## src/rtl/axi_lite_master_arb.sv

```systemverilog
// axi_lite_master_arb
//   Shares one AXI4-Lite master port among N single-beat requesters. One
//   command at a time is granted, run through AR/R or AW+W/B, and its response
//   is returned to the owner as a one-cycle rsp_valid pulse.
//
// Build option:
//   AXIL_ARB_FIXED_PRIO_EN  defined   -> fixed priority, lowest index wins
//                           undefined -> round-robin (default)
//
// Ports:
//   aclk, areset                  clock, asynchronous active-high reset
//   req_valid/write/addr/wdata/wstrb  packed per-requester command inputs
//   req_ready                     one-cycle accept pulse to the winner
//   rsp_valid/rdata/resp          completion pulse, read data, RRESP/BRESP
//   busy                          accept through response cycle
//   m_aw*/m_w*/m_b*/m_ar*/m_r*    AXI4-Lite master channels
module axi_lite_master_arb #(
  parameter int unsigned N      = 4,
  parameter int unsigned ADDR_W = 12,
  parameter int unsigned DATA_W = 32
) (
  input  logic                       aclk,
  input  logic                       areset,
  input  logic [N-1:0]               req_valid,
  input  logic [N-1:0]               req_write,
  input  logic [N*ADDR_W-1:0]        req_addr,
  input  logic [N*DATA_W-1:0]        req_wdata,
  input  logic [N*(DATA_W/8)-1:0]    req_wstrb,
  output logic [N-1:0]               req_ready,
  output logic [N-1:0]               rsp_valid,
  output logic [DATA_W-1:0]          rsp_rdata,
  output logic [1:0]                 rsp_resp,
  output logic                       busy,
  output logic [ADDR_W-1:0]          m_awaddr,
  output logic                       m_awvalid,
  input  logic                       m_awready,
  output logic [DATA_W-1:0]          m_wdata,
  output logic [DATA_W/8-1:0]        m_wstrb,
  output logic                       m_wvalid,
  input  logic                       m_wready,
  input  logic [1:0]                 m_bresp,
  input  logic                       m_bvalid,
  output logic                       m_bready,
  output logic [ADDR_W-1:0]          m_araddr,
  output logic                       m_arvalid,
  input  logic                       m_arready,
  input  logic [DATA_W-1:0]          m_rdata,
  input  logic [1:0]                 m_rresp,
  input  logic                       m_rvalid,
  output logic                       m_rready
);

  localparam int unsigned StrbW = DATA_W / 8;
  localparam int unsigned IdxW  = (N > 1) ? $clog2(N) : 1;

  typedef enum logic [2:0] {StIdle, StRaddr, StRdata, StWreq, StWresp, StResp} state_e;

  state_e              state_q, state_d;
  logic [IdxW-1:0]     g_q, g_d;
  logic [ADDR_W-1:0]   addr_q, addr_d;
  logic [DATA_W-1:0]   wdata_q, wdata_d;
  logic [StrbW-1:0]    wstrb_q, wstrb_d;
  logic                write_q, write_d;
  logic                aw_done_q, aw_done_d;
  logic                w_done_q, w_done_d;
  logic [DATA_W-1:0]   rdata_q, rdata_d;
  logic [1:0]          resp_q, resp_d;

  logic [IdxW-1:0]     gnt_idx;
  logic                gnt_found;

`ifdef AXIL_ARB_FIXED_PRIO_EN
  // Descending scan so the lowest valid index is the last (winning) write.
  always_comb begin
    gnt_idx   = '0;
    gnt_found = 1'b0;
    for (int k = N - 1; k >= 0; k--) begin
      if (req_valid[IdxW'(k)]) begin
        gnt_idx   = IdxW'(k);
        gnt_found = 1'b1;
      end
    end
  end
`else
  logic [IdxW-1:0] ptr_q, ptr_d;

  // Search starts at the pointer and wraps; first hit wins.
  always_comb begin
    int unsigned idx;
    gnt_idx   = '0;
    gnt_found = 1'b0;
    idx       = 0;
    for (int unsigned k = 0; k < N; k++) begin
      idx = (32'(ptr_q) + k) % N;
      if (!gnt_found && req_valid[IdxW'(idx)]) begin
        gnt_idx   = IdxW'(idx);
        gnt_found = 1'b1;
      end
    end
  end
`endif

  always_comb begin
    state_d   = state_q;
    g_d       = g_q;
    addr_d    = addr_q;
    wdata_d   = wdata_q;
    wstrb_d   = wstrb_q;
    write_d   = write_q;
    aw_done_d = aw_done_q;
    w_done_d  = w_done_q;
    rdata_d   = rdata_q;
    resp_d    = resp_q;
`ifndef AXIL_ARB_FIXED_PRIO_EN
    ptr_d     = ptr_q;
`endif
    unique case (state_q)
      StIdle: begin
        if (gnt_found) begin
          g_d       = gnt_idx;
          addr_d    = req_addr[gnt_idx*ADDR_W +: ADDR_W];
          wdata_d   = req_wdata[gnt_idx*DATA_W +: DATA_W];
          wstrb_d   = req_wstrb[gnt_idx*StrbW +: StrbW];
          write_d   = req_write[gnt_idx];
          aw_done_d = 1'b0;
          w_done_d  = 1'b0;
          state_d   = req_write[gnt_idx] ? StWreq : StRaddr;
`ifndef AXIL_ARB_FIXED_PRIO_EN
          ptr_d     = (gnt_idx == IdxW'(N - 1)) ? '0 : gnt_idx + 1'b1;
`endif
        end
      end
      StRaddr: if (m_arready) state_d = StRdata;
      StRdata: begin
        if (m_rvalid) begin
          rdata_d = m_rdata;
          resp_d  = m_rresp;
          state_d = StResp;
        end
      end
      StWreq: begin
        // AW and W complete independently, possibly in the same cycle.
        if (m_awvalid && m_awready) aw_done_d = 1'b1;
        if (m_wvalid && m_wready)   w_done_d  = 1'b1;
        if (aw_done_d && w_done_d)  state_d   = StWresp;
      end
      StWresp: begin
        if (m_bvalid) begin
          resp_d  = m_bresp;
          rdata_d = '0;
          state_d = StResp;
        end
      end
      StResp:  state_d = StIdle;
      default: state_d = StIdle;
    endcase
  end

  always_ff @(posedge aclk or posedge areset) begin
    if (areset) begin
      state_q   <= StIdle;
      g_q       <= '0;
      addr_q    <= '0;
      wdata_q   <= '0;
      wstrb_q   <= '0;
      write_q   <= 1'b0;
      aw_done_q <= 1'b0;
      w_done_q  <= 1'b0;
      rdata_q   <= '0;
      resp_q    <= '0;
`ifndef AXIL_ARB_FIXED_PRIO_EN
      ptr_q     <= '0;
`endif
    end else begin
      state_q   <= state_d;
      g_q       <= g_d;
      addr_q    <= addr_d;
      wdata_q   <= wdata_d;
      wstrb_q   <= wstrb_d;
      write_q   <= write_d;
      aw_done_q <= aw_done_d;
      w_done_q  <= w_done_d;
      rdata_q   <= rdata_d;
      resp_q    <= resp_d;
`ifndef AXIL_ARB_FIXED_PRIO_EN
      ptr_q     <= ptr_d;
`endif
    end
  end

  // Master outputs decode registered state only.
  assign m_arvalid = (state_q == StRaddr);
  assign m_araddr  = m_arvalid ? addr_q : '0;
  assign m_rready  = (state_q == StRdata);
  assign m_awvalid = (state_q == StWreq) && !aw_done_q;
  assign m_awaddr  = m_awvalid ? addr_q : '0;
  assign m_wvalid  = (state_q == StWreq) && !w_done_q;
  assign m_wdata   = m_wvalid ? wdata_q : '0;
  assign m_wstrb   = m_wvalid ? wstrb_q : '0;
  assign m_bready  = (state_q == StWresp);

  // Accept is combinational from req_valid; gated so reset forces it low.
  assign req_ready = (state_q == StIdle && gnt_found && !areset) ? (N'(1) << gnt_idx) : '0;
  assign busy      = !areset && ((state_q != StIdle) || gnt_found);
  assign rsp_valid = (state_q == StResp) ? (N'(1) << g_q) : '0;
  assign rsp_rdata = (state_q == StResp && !write_q) ? rdata_q : '0;
  assign rsp_resp  = resp_q;

endmodule

```

## config.mk

```make
export PLATFORM = sky130hd
export DESIGN_NAME = axi_lite_master_arb
export DESIGN_NICKNAME = d
export VERILOG_FILES = /design/src/rtl/axi_lite_master_arb.sv
export SDC_FILE = /design/constraint.sdc
export NUM_CORES = 1
export LEC_CHECK = 0
export BUFFER_PORTS_ARGS = -buffer_cell sky130_fd_sc_hd__buf_2
export CAP_MARGIN = 0
export CORE_AREA = 2 2 137 139
export CTS_BUF_LIST = sky130_fd_sc_hd__clkbuf_8
export DETAILED_ROUTE_END_ITERATION = 7
export DIE_AREA = 0 0 139 141
export SLEW_MARGIN = 25
export SYNTH_ARGS = -nofsm -noshare
export SYNTH_HDL_FRONTEND = slang
export SYNTH_SLANG_ARGS = --single-unit
```

## constraint.sdc

```tcl
create_clock -name aclk -period 3.2 [get_ports aclk]
set_input_delay 0.16 -clock aclk [delete_from_list [all_inputs] [get_ports aclk]]
set_output_delay 0.16 -clock aclk [all_outputs]
set_load 0.03 [all_outputs]
```

* After elaboration in Yosys (flattened, before gate mapping)
Cells that the tools add are included.
** Word-level totals
- Latch bits :: 0
- Memory bits (writable) :: 0
- Word-level logic and storage cells :: 111
- Flip-flop bits (word level) :: 92
- Memory bits (read-only) :: 0
- Memories kept :: 0
** Operators by class
- Shift-type cells :: 5
- Bitwise operators :: 0
- Reduce and logical (&&, ||, !) cells :: 28
- Div/mod/pow operators :: 0
- $mul :: 1
- Equality and inequality tests :: 11
- Magnitude comparators :: 5
- Add/subtract/negate cells :: 4
- Multiplexer cells :: 46
** Operator list (count)
- 2-to-1 mux 32 bit :: 4
- variable part select 128 x 8 -> 32 bit :: 1
- one-hot mux 32 bit (2 select lines) :: 1
- variable part select 48 x 7 -> 12 bit :: 1
- 2-to-1 mux 12 bit :: 2
- 2-to-1 mux 2 bit :: 8
- variable part select 16 x 5 -> 4 bit :: 1
- < comparator 2 x 3 -> 1 bit (second input constant) :: 5
- 2-to-1 mux 3 bit :: 5
- one-hot mux 3 bit (5 select lines) :: 1
- 2-to-1 mux 1 bit :: 14
- logical AND 1 bit :: 12
- 2-to-1 mux 4 bit :: 3
- binary-select mux 1 bit (select 2 bit) :: 5
- != test 2 bit (second input constant) :: 4
- left shift 1 x 2 -> 4 bit (first input constant) :: 2
- zero test 1 bit :: 7
- equality test 3 x 2 -> 1 bit (second input constant) :: 2
- equality test 3 bit (second input constant) :: 2
- AND reduction 5 bit :: 1
- adder 2 x 1 -> 2 bit (second input constant) :: 2
- adder 2 bit (second input constant) :: 2
- multiplier 2 x 2 -> 4 bit (second input constant) :: 1
- one-hot mux 1 bit (2 select lines) :: 2
- other kinds (10) :: 12

* Depth between registers and ports, before layout
- Word-level depth :: 17
- Gate-level depth with buffers :: 8

* Worst setup path before layout
Ideal clock, no wire load.
- Kind :: input to output
- From :: in areset
- To :: out req_ready[1]
- Slack :: 0.351 ns
- Stages :: 2
- Data arrival time :: 2.689 ns
- Cell sequence :: inv_1 -> and3_1
** Between the ends
- Longest elaborated chain between the ends :: 3
** Ends and longest elaborated chain
- start: declaration :: RTL line 23 : input logic areset,
- zero test 1 bit :: RTL line 203 : assign req_ready = (state_q == StIdle && gnt_found && !areset) ? (N'(1) << gnt_idx) : '0;
- logical AND 1 bit :: RTL line 203
- 2-to-1 mux 4 bit :: RTL line 203
- end: declaration :: RTL line 29 : output logic [N-1:0] req_ready,
No other way between the ends.

* Worst setup path after layout
- From :: reg state_q[0]
- To :: out m_wstrb[1]
** Between the ends
- Longest elaborated chain between the ends :: 3
** Ends and longest elaborated chain
- start: declaration :: RTL line 58 : state_e state_q, state_d;
- start signal: assignment :: RTL line 161 : state_q <= StIdle;
- start signal: assignment :: RTL line 175 : state_q <= state_d;
- equality test 3 x 2 -> 1 bit :: RTL line 197 : assign m_wvalid = (state_q == StWreq) && !w_done_q;
- logical AND 1 bit :: RTL line 197
- 2-to-1 mux 4 bit :: RTL line 199 : assign m_wstrb = m_wvalid ? wstrb_q : '0;
- end: declaration :: RTL line 38 : output logic [DATA_W/8-1:0] m_wstrb,
No other way between the ends.

==> impl_metrics.env <==
export IMPL_max_slew_worst_pin_slew_ns=0.717
export IMPL_setup_worst_path_class="reg -> out"
export IMPL_via_count=5644
export IMPL_floorplan_die_area_um2=19600
export IMPL_yosys_area_top_type_share=0.409
export IMPL_timing_fmax_ghz=0.389
export IMPL_power_dens_cells_nw_per_um2=778
export IMPL_wire_length_per_cell_um=17.1
export IMPL_cp_num_buf_inv=3
export IMPL_fin_area_um2=7990
export IMPL_per_cell_via_count_in_the_routed_design=4.95
export IMPL_skew_ns=0.0139
export IMPL_cts_buffers=9
export IMPL_cellInternalPower_uw=3350
export IMPL_postSynthRegisterBits=92
export IMPL_yosysMostFrequentCell="mux2i_1"
export IMPL_portBuffers=350
export IMPL_fin_tns_setup_ns=0
export IMPL_crit_reg2reg_launch="state_q[0]"
export IMPL_syn_area_per_cell_um2=10.4
export IMPL_ctsRootBufferMaster="clkbuf_8"
export IMPL_post_placement_cell_area_um2=7520
export IMPL_deepest_clock_path_buffer_count=2
export IMPL_switching_power_uw=2870
export IMPL_power_total_uw=6220
export IMPL_ctsHtreeMaxLevel=3
export IMPL_grt_first_pass_wirelength_mm=29.3
export IMPL_report_final_hold_viol_count=0
export IMPL_p_leak_uw=0.00440
export IMPL_grtUsageTotal=0.188
export IMPL_part_of_the_yosys_area_used_for_sequential_elements=0.409
export IMPL_grt_overflow=0
export IMPL_synth_lib_cells_used_distinct=39
export IMPL_drv_slew=0
export IMPL_hold_class="in -> reg"
export IMPL_cp_required_ns=3.04
export IMPL_die_width_um=139
export IMPL_min_delay_start="m_rdata[20]"
export IMPL_total_iterations_of_the_first_detailed_routing_run=5
export IMPL_fin_util=0.437
export IMPL_rsz0062_at_grt="false"
export IMPL_drc_errors=0
export IMPL_row_cnt=50
export IMPL_timing_hold_worst_endpoint="rdata_q[20]"
export IMPL_layout_drive_gt1_share=0.441
export IMPL_dp_hpwl_mm=14.4
export IMPL_share_seq_of_total_power=0.333
export IMPL_timing_slew_headroom=0.522
export IMPL_chip_height_um=141
export IMPL_max_cap_violations=0
export IMPL_post_synthesis_to_final_layout_area_growth_pct=41.9
export IMPL_timing_final_crit_share=0.803
export IMPL_gates_resized_cts_repair=0
export IMPL_setup_viol=0
export IMPL_post_route_min_period_ns=2.57
export IMPL_critical_path_top_delay_family="buffers and inverters"
export IMPL_detail_route_iter0_violations=244
export IMPL_timing_critical_path_arrival_ns=2.41
export IMPL_critical_path_slowest_cell="dfrtp_1"
export IMPL_yosys_most_used_dff="dfrtp_1"
export IMPL_grt_antenna_before_repair=2
export IMPL_first_global_vias=5420
export IMPL_setup_slack_of_the_most_critical_reg_to_reg_path_ns=0.87
export IMPL_run_status="finished clean"
export IMPL_cts_clk_slew_worst_paths_ns=0.08
export IMPL_synth_top_cells_by_count="mux2i_1 (101), dfrtp_1 (92), and2_1 (82), nand2_1 (60), o221ai_1 (40)"
export IMPL_crit_top_cell="buf_4"
export IMPL_r2r_end="wdata_q[28]"
export IMPL_comb_power_share=0.551
export IMPL_num_io_pins=351
export IMPL_synthesis_area_um2=5630
export IMPL_core_um2=18300
export IMPL_netlist_top_cell_by_area="dfrtp_1"
export IMPL_number_of_enable_flip_flop_cells_after_synthesis=0
export IMPL_start_util=0.308
export IMPL_netlist_instances=543
export IMPL_clockPowerShare=0.116
export IMPL_yosysWarningCount=0
export IMPL_worstSkewPairLatency_ns=0.37
export IMPL_cts_tree="built"
export IMPL_netSwitchingFraction=0.461
export IMPL_synth_top_cells_by_area="dfrtp_1 (41%), mux2i_1 (18%), and2_1 (9.1%)"
export IMPL_antenna_left=0
export IMPL_worst_path_maximum_fanout=37
export IMPL_critPathCaptureType="primary output"
export IMPL_fin_nets=1147
export IMPL_hold_path_cell_count=2
export IMPL_ir_worst_vdd_mv=0.427
export IMPL_async_flop_share=1.00
export IMPL_syn_num_nets=790
export IMPL_path_depth=7
export IMPL_grt_max_degree=53
export IMPL_cpPeakStageDelay_ns=0.62
export IMPL_path_cells="nor2b_1 -> buf_4 -> nand2_1 -> nor2_2 -> buf_4 -> and2_1 -> buf_2"
export IMPL_reg2reg_depth=4
export IMPL_detail_route_wirelength_mm=19.4
export IMPL_clock_sinks=92
export IMPL_setup_worst_path_start_class="flop"
export IMPL_finalWeightedCongestion=0.815
[cells by family after synthesis]
kind of cell | Yosys count | share of synthesized area
compound gates | 108 | 0.169
flops | 92 | 0.409
fa+ha+maj | 4 | 0.00889
buf+inv | 54 | 0.0556
simple gates | 184 | 0.178
mux | 101 | 0.180
[per-stage QoR]
step | std cells | hold slack, ns | setup WS, ns
after floorplan | 543 | 0.289 | 0.351
after global placement | 1093 | 0.276 | 0.873
after detailed placement | 1093 | 0.267 | 0.856
after CTS | 1138 | 0.0000230 | 0.591
after global routing | 1140 | 0.00978 | 0.433
final | 1140 | 0.0282 | 0.629
[placed cells by master (no fill, tap or decap), types with 2 or more instances in the layout]
cell / synthesis / layout
o21ai_0: 4 / 4
clkinvlp_4: 0 / 3
a22o_1: 32 / 32
or3_1: 2 / 2
mux2i_1: 101 / 101
buf_4: 14 / 9
buf_12: 1 / 2
dfrtp_1: 92 / 92
and2_1: 82 / 82
nand2_4: 2 / 2
buf_2: 9 / 350
inv_1: 8 / 7
o211ai_1: 2 / 2
and3_1: 18 / 18
nor3b_1: 2 / 2
a21oi_1: 11 / 11
nor3_1: 3 / 3
nand2_1: 60 / 59
nor2_1: 8 / 7
ha_1: 4 / 4
clkinv_2: 0 / 2
o221ai_2: 10 / 10
clkbuf_8: 0 / 9
diode_2: 0 / 2
o221ai_1: 40 / 40
nand3_1: 2 / 2
dlygate4sd3_1: 0 / 30
[registers in the layout, indices dropped and copies added, names as in the netlist]
| register | count |
|---|---|
| rdata_q | 32 |
| wdata_q | 32 |
| addr_q | 12 |
| wstrb_q | 4 |
| state_q | 3 |
| g_q | 2 |
| ptr_q | 2 |
| rsp_resp | 2 |
| aw_done_q | 1 |
| w_done_q | 1 |
| write_q | 1 |
[worst max-delay path by stage]
| stage | to | slack, ns | startpoint |
|---|---|---|---|
| floorplan | req_ready[1] | 0.35 | areset |
| global placement | wdata_q[23] | 0.87 | state_q[0] |
| detailed placement | wdata_q[28] | 0.86 | state_q[0] |
| CTS | m_wstrb[1] | 0.59 | state_q[0] |
| global route | rsp_rdata[12] | 0.43 | state_q[1] |
| finish | m_wstrb[1] | 0.63 | state_q[0] |
[routing by layer]
layer / GRT usage / vias up / wire (um)
met4: 0.0659 / 0 / 496
met3: 0.0448 / 39 / 1070
met5: 0 / - / 0
li1: - / 2702 / -
met1: 0.240 / 2719 / 8330
met2: 0.314 / 184 / 9550
[power by group through the flow]
stage / Combinational [uW] / Sequential [uW] / Clock (uW)
4_1_cts: 3460 / 2070 / 756
6_report: 3430 / 2070 / 719
5_1_grt: 3730 / 2140 / 790
3_5_place_dp: 3430 / 2090 / 0
3_3_place_gp: 3390 / 2090 / 0
2_1_floorplan: 2630 / 1950 / 0
[cell type report]
cell class	instances	area, um2
Fill cell	1805	10300
Multi-Input combinational cell	397	3030
Sequential cell	92	2300
Timing Repair Buffer	391	2160
Tap cell	234	293
Clock buffer	9	124
Clock inverter	6	41.3
Inverter	9	36.3
Antenna cell	2	5.00
[repair_timing]
item,CTS,global route
hold endpoints to repair,69,0
setup buffers,0,0
hold buffers,30,0
(Power assumes the default switching activity.)
